`src/rtl/mem_wb_unit.sv`:
```
// mem_wb_unit: memory / writeback back end of the register-block datapath.
// Accepts one operation at a time (valid/ready), performs the data-memory
// load or store over a req/ack handshake, and drives the register-file write
// port. All outputs are registered.
// Optional build macro: MEMWB_TIMEOUT_EN -- bounds the wait for mem_ack to
// TIMEOUT cycles and reports expiry with a one-cycle err pulse. Without it the
// unit waits for ack indefinitely and err is constant 0.
module mem_wb_unit #(
    parameter int RWIDTH  = 6,
    parameter int DWIDTH  = 32,
    parameter int AWIDTH  = 32,
    parameter int TIMEOUT = 16
) (
    input  logic              clk,
    input  logic              rst,
    input  logic              in_valid,
    output logic              in_ready,
    input  logic [1:0]        in_op,
    input  logic [RWIDTH-1:0] in_rd,
    input  logic [DWIDTH-1:0] in_alu_result,
    input  logic [DWIDTH-1:0] in_store_data,
    output logic              mem_req,
    output logic              mem_we,
    output logic [AWIDTH-1:0] mem_addr,
    output logic [DWIDTH-1:0] mem_wdata,
    input  logic              mem_ack,
    input  logic [DWIDTH-1:0] mem_rdata,
    output logic [RWIDTH-1:0] rf_wa,
    output logic [DWIDTH-1:0] rf_wd,
    output logic              rf_we,
    output logic              busy,
    output logic              err
);

    typedef enum logic [1:0] {
        S_IDLE = 2'd0,
        S_MEM  = 2'd1,
        S_WB   = 2'd2
    } state_t;

    localparam logic [1:0] OP_NOP   = 2'b00;
    localparam logic [1:0] OP_ALU   = 2'b01;
    localparam logic [1:0] OP_LOAD  = 2'b10;
    localparam logic [1:0] OP_STORE = 2'b11;

    state_t            state;
    logic [RWIDTH-1:0] rd_q;   // destination captured at accept, used by LOAD writeback

`ifdef MEMWB_TIMEOUT_EN
    localparam int              CW       = $clog2(TIMEOUT + 1);
    // Count value in the MEM cycle in which the count would reach TIMEOUT.
    localparam logic [CW-1:0]   TMO_LAST = CW'(TIMEOUT - 1);
    logic [CW-1:0]              tmo_cnt;
`endif

    // Single control FSM; every output is a register updated here.
    // in_ready resets low and rises on the first clock after reset release.
    always_ff @(posedge clk or posedge rst) begin
        if (rst) begin
            state     <= S_IDLE;
            rd_q      <= '0;
            in_ready  <= 1'b0;
            busy      <= 1'b0;
            mem_req   <= 1'b0;
            mem_we    <= 1'b0;
            mem_addr  <= '0;
            mem_wdata <= '0;
            rf_wa     <= '0;
            rf_wd     <= '0;
            rf_we     <= 1'b0;
            err       <= 1'b0;
`ifdef MEMWB_TIMEOUT_EN
            tmo_cnt   <= '0;
`endif
        end else begin
            // rf_we and err are single-cycle pulses
            rf_we <= 1'b0;
            err   <= 1'b0;
            case (state)
                S_IDLE: begin
                    in_ready <= 1'b1;
                    busy     <= 1'b0;
                    if (in_valid && in_ready) begin
                        rd_q <= in_rd;
                        case (in_op)
                            OP_ALU: begin
                                state    <= S_WB;
                                in_ready <= 1'b0;
                                busy     <= 1'b1;
                                // r0 is never written; wa/wd keep their last values
                                if (in_rd != '0) begin
                                    rf_we <= 1'b1;
                                    rf_wa <= in_rd;
                                    rf_wd <= in_alu_result;
                                end
                            end
                            OP_LOAD, OP_STORE: begin
                                state    <= S_MEM;
                                in_ready <= 1'b0;
                                busy     <= 1'b1;
                                mem_req  <= 1'b1;
                                mem_we   <= (in_op == OP_STORE);
                                mem_addr <= in_alu_result[AWIDTH-1:0];
                                if (in_op == OP_STORE)
                                    mem_wdata <= in_store_data;
`ifdef MEMWB_TIMEOUT_EN
                                tmo_cnt  <= '0;
`endif
                            end
                            default: ; // NOP: accepted, nothing changes
                        endcase
                    end
                end

                S_MEM: begin
                    // ack wins even in the cycle the timeout would expire
                    if (mem_ack) begin
                        mem_req <= 1'b0;
                        if (mem_we) begin
                            state    <= S_IDLE;
                            in_ready <= 1'b1;
                            busy     <= 1'b0;
                        end else begin
                            state <= S_WB;
                            if (rd_q != '0) begin
                                rf_we <= 1'b1;
                                rf_wa <= rd_q;
                                rf_wd <= mem_rdata;
                            end
                        end
                    end
`ifdef MEMWB_TIMEOUT_EN
                    else if (tmo_cnt == TMO_LAST) begin
                        mem_req  <= 1'b0;
                        err      <= 1'b1;
                        state    <= S_IDLE;
                        in_ready <= 1'b1;
                        busy     <= 1'b0;
                    end else begin
                        tmo_cnt <= tmo_cnt + CW'(1);
                    end
`endif
                end

                S_WB: begin
                    state    <= S_IDLE;
                    in_ready <= 1'b1;
                    busy     <= 1'b0;
                end

                default: begin
                    state    <= S_IDLE;
                    in_ready <= 1'b1;
                    busy     <= 1'b0;
                    mem_req  <= 1'b0;
                end
            endcase
        end
    end

endmodule

```
`config.mk`:
```
export PLATFORM = sky130hd
export DESIGN_NAME = mem_wb_unit
export DESIGN_NICKNAME = d
export VERILOG_FILES = /design/src/rtl/mem_wb_unit.sv
export SDC_FILE = /design/constraint.sdc
export NUM_CORES = 1
export LEC_CHECK = 0
export BUFFER_PORTS_ARGS = -buffer_cell sky130_fd_sc_hd__buf_2
export CAP_MARGIN = 20
export CORE_AREA = 8 8 96 141
export CTS_CLUSTER_DIAMETER = 150
export DETAILED_ROUTE_END_ITERATION = 10
export DIE_AREA = 0 0 104 149
export GPL_ROUTABILITY_DRIVEN = 0
export PLACE_DENSITY = 0.79
export SKIP_CTS_REPAIR_TIMING = 1
export SYNTH_ARGS = -nofsm -noshare
export SYNTH_HDL_FRONTEND = slang
export SYNTH_SLANG_ARGS = --single-unit
```
`constraint.sdc`:
```
create_clock -name clk -period 4.7 [get_ports clk]
set_input_delay 0.94 -clock clk [delete_from_list [all_inputs] [get_ports clk]]
set_output_delay 0.94 -clock clk [all_outputs]
set_load 0.01 [all_outputs]
```
==> results by group <==
Critical path
  – CP required: 4.97 ns
  – Critical Path AT: 3.13 ns
  – Startpoint Class: primary input
  – CP max FO: 26
  – Crit. End Element: register
  – Critical path type: primary input to register

Drt
  – Drt total wl: between 10 and 15 mm
  – Via count: 3335
  – Residual DRC: 0
  – Post-route ant nets: 0
  – Drt pass-1 iters: 4
  – Routed WL per cell: between 15 and 20 um
  – Routed vias/inst: 4.79
  – Initial DRC count: 56

Pwr
  – Pwr Density: 694 nW/um2
  – Reg power frac: a little under two fifths
  – Int Pwr: 3.16 mW
  – Switching share of total power: roughly a third
  – Peak VDD IR: between 0.3 and 0.4 mV
  – Clock Power Share: 26.3%
  – Logic pwr share: approximately 36%
  – Leak: 3.28 nW
  – NetSw: about 1.4 mW

Timing
  – RSZ-0062 raised after global routing: no
  – Hold WS: between 0.4 and 0.5 ns
  – Max-slew violation count: 0
  – Fin Clk Skew: 0.00797 ns
  – Final worst slack: 1.84 ns
  – Worst Max-Slew Pin Slew: 1.01 ns
  – Final hold violation count: 0
  – Tmin final: roughly 2.9 ns
  – Highest clock rate: 350 MHz
  – Final setup fails: 0
  – Final period utilization: 60.8%
  – Fin Setup TNS: 0 ns
  – Max_slew headroom: 32.4%

Synth
  – Top-count cell post-synth: mux2_2
  – Netlist cell types: 22
  – Commonest cells in the netlist: mux2_2 (137), dfrtp_1 (115), mux2_4 (9), nand2_1 (9), buf_2 (7)
  – Post-synth EDFFs: 0
  – Fraction of registers with async set/reset: 100%
  – Synth Register Bits: 115
  – Synth Flop Type: dfrtp_1
  – Mapped Avg Cell Area: 15.6 um2
  – Yosys top cell by area: dfrtp_1
  – Netlist Area Pre-Place: 4810 um2
  – Largest cells by area after synthesis: dfrtp_1 (60%), mux2_2 (32%), mux2_4 (2.8%)
  – Syn_nets: 417
  – Seq/Total Area, Yosys: ~60%
  – Area share of the largest cell type after synthesis: 59.8%
  – Yosys Warn Count: 0
  – Syn Inst Count: 309

Layout
  – Area Overhead vs Synth: 37.9%
  – Layout cells sized above 1: ~73%
  – Post-layout util: 58.2%
  – Ant. Diodes: 0
  – Nets: 641

Global route
  – Vias in the first global route: 3969
  – Total grt overflow: 0
  – GRT Resource Usage Total: 16.3%
  – First-pass GRT wire length: 20.5 mm
  – Largest net degree at the start of global routing: 62
  – Antenna violations before repair: 0

Die
  – Site Rows: 48
  – Die ar.: between 15000 and 20000 um2
  – Starting Density: 42.2%
  – Core region area: 11400 um2
  – Io pins: 216
  – Die X: around 100 um
  – DIE HEIGHT: ~150 um

Run
  – MaxCap Viol Count: 0

Outcome
  – Status: complete, no violations

Clocking
  – Clock latency on the worst-skew pair: 0.39 ns
  – Clock Root Buffer: clkbuf_16
  – TritonCTS clock tree: yes
  – Bufs on Longest Clock Path: 2
  – Clk pin slew, worst setup/hold paths: approximately 0.05 ns
  – Total CTS buffers: 17
  – CTS sink cnt: 115
  – H-Tree Depth: 4

Placed design
  – DP HPWL: 9.60 mm
  – Setup WS pre-CTS: 1.39 ns
  – Port buffer count: 214

Worst hold path
  – Hold WC Path Type: register to register
==> state kept, by name (all words and copies together), names as in the netlist <==
signal     cells
mem_we         1
mem_wdata     32
rf_wa          6
rf_we          1
rd_q           6
state          2
busy           1
mem_req        1
rf_wd         32
in_ready       1
mem_addr      32
==> worst max-delay path: stages <==
cell and delay, ns:
buf_2 0.10, nor4bb_1 0.13, buf_4 0.18, and3b_1 0.23, a21oi_4 0.80, buf_4 0.37, mux2_2 0.36
==> kinds of logic after synthesis <==
logic type | Yosys count | share of synthesized area [%]
other | 1 | 0.0779
multiplexers | 146 | 34.9
flip-flops | 115 | 59.8
AND/OR/NAND/NOR | 21 | 2.29
AO/OA/AOI/OAI | 7 | 0.858
buffers and inverters | 19 | 2.13
==> placed cells by master (no fill, tap or decap), types with 2 or more instances in the layout <==
cell type     n
nand3_1       2
bufinv_16     2
clkbuf_16    17
o21ai_0       3
buf_2       214
nor2_1        3
clkbuf_1      4
dfrtp_1     115
clkinv_2      5
mux2_2      137
nand2_1       9
nor4_1        2
mux2_4        9
clkinvlp_4    2
buf_4         6
inv_1         2
==> worst paths after layout <==
check | end | startpoint | slack [ns] | cells past startpoint
max | rf_wd[15] | in_valid | 1.84 | 7
min | mem_addr[28] | mem_addr[28] | 0.50 | 1
max reg2reg | rf_wd[15] | state[1] | 2.08 | 6
min reg2reg | mem_addr[28] | mem_addr[28] | 0.50 | 1
max in group asynchronous | mem_addr[20] | rst | 3.13 | 3
min in group asynchronous | mem_addr[10] | rst | 0.69 | 2
==> metrics by stage <==
step / power [mW] / cell area, um2 / instances
final: 4.61 / 6640 / 696
after global routing: 4.89 / 6640 / 696
after CTS: 4.67 / 6610 / 695
after detailed placement: 3.43 / 6050 / 663
after global placement: 3.35 / 6050 / 663
after floorplan: 2.69 / 4810 / 309
==> power groups by stage <==
stage / registers, mW / logic [mW] / clock network [mW]
after floorplan: 1.96 / 0.730 / 0
final: 1.74 / 1.66 / 1.21
after global placement: 1.72 / 1.63 / 0
after global routing: 1.80 / 1.80 / 1.29
after detailed placement: 1.75 / 1.68 / 0
after CTS: 1.74 / 1.69 / 1.24
==> layer usage <==
metal	vias to the layer above	track usage (%)	part of all wire, %
li1	1554	-	-
met1	1628	17.3	38
met2	140	28.3	53
met3	13	6.70	8.0
met4	0	6.40	1.5
met5	-	0	0
==> area by class of cell <==
cell class	instances	area, um2
clock inverter	10	109
inverter	3	13.8
timing repair buffer	221	1140
multi-input combinational	175	1850
tap	150	188
fill	975	4770
clock buffer	22	454
sequential	115	2880
(Power assumes the default switching activity.)
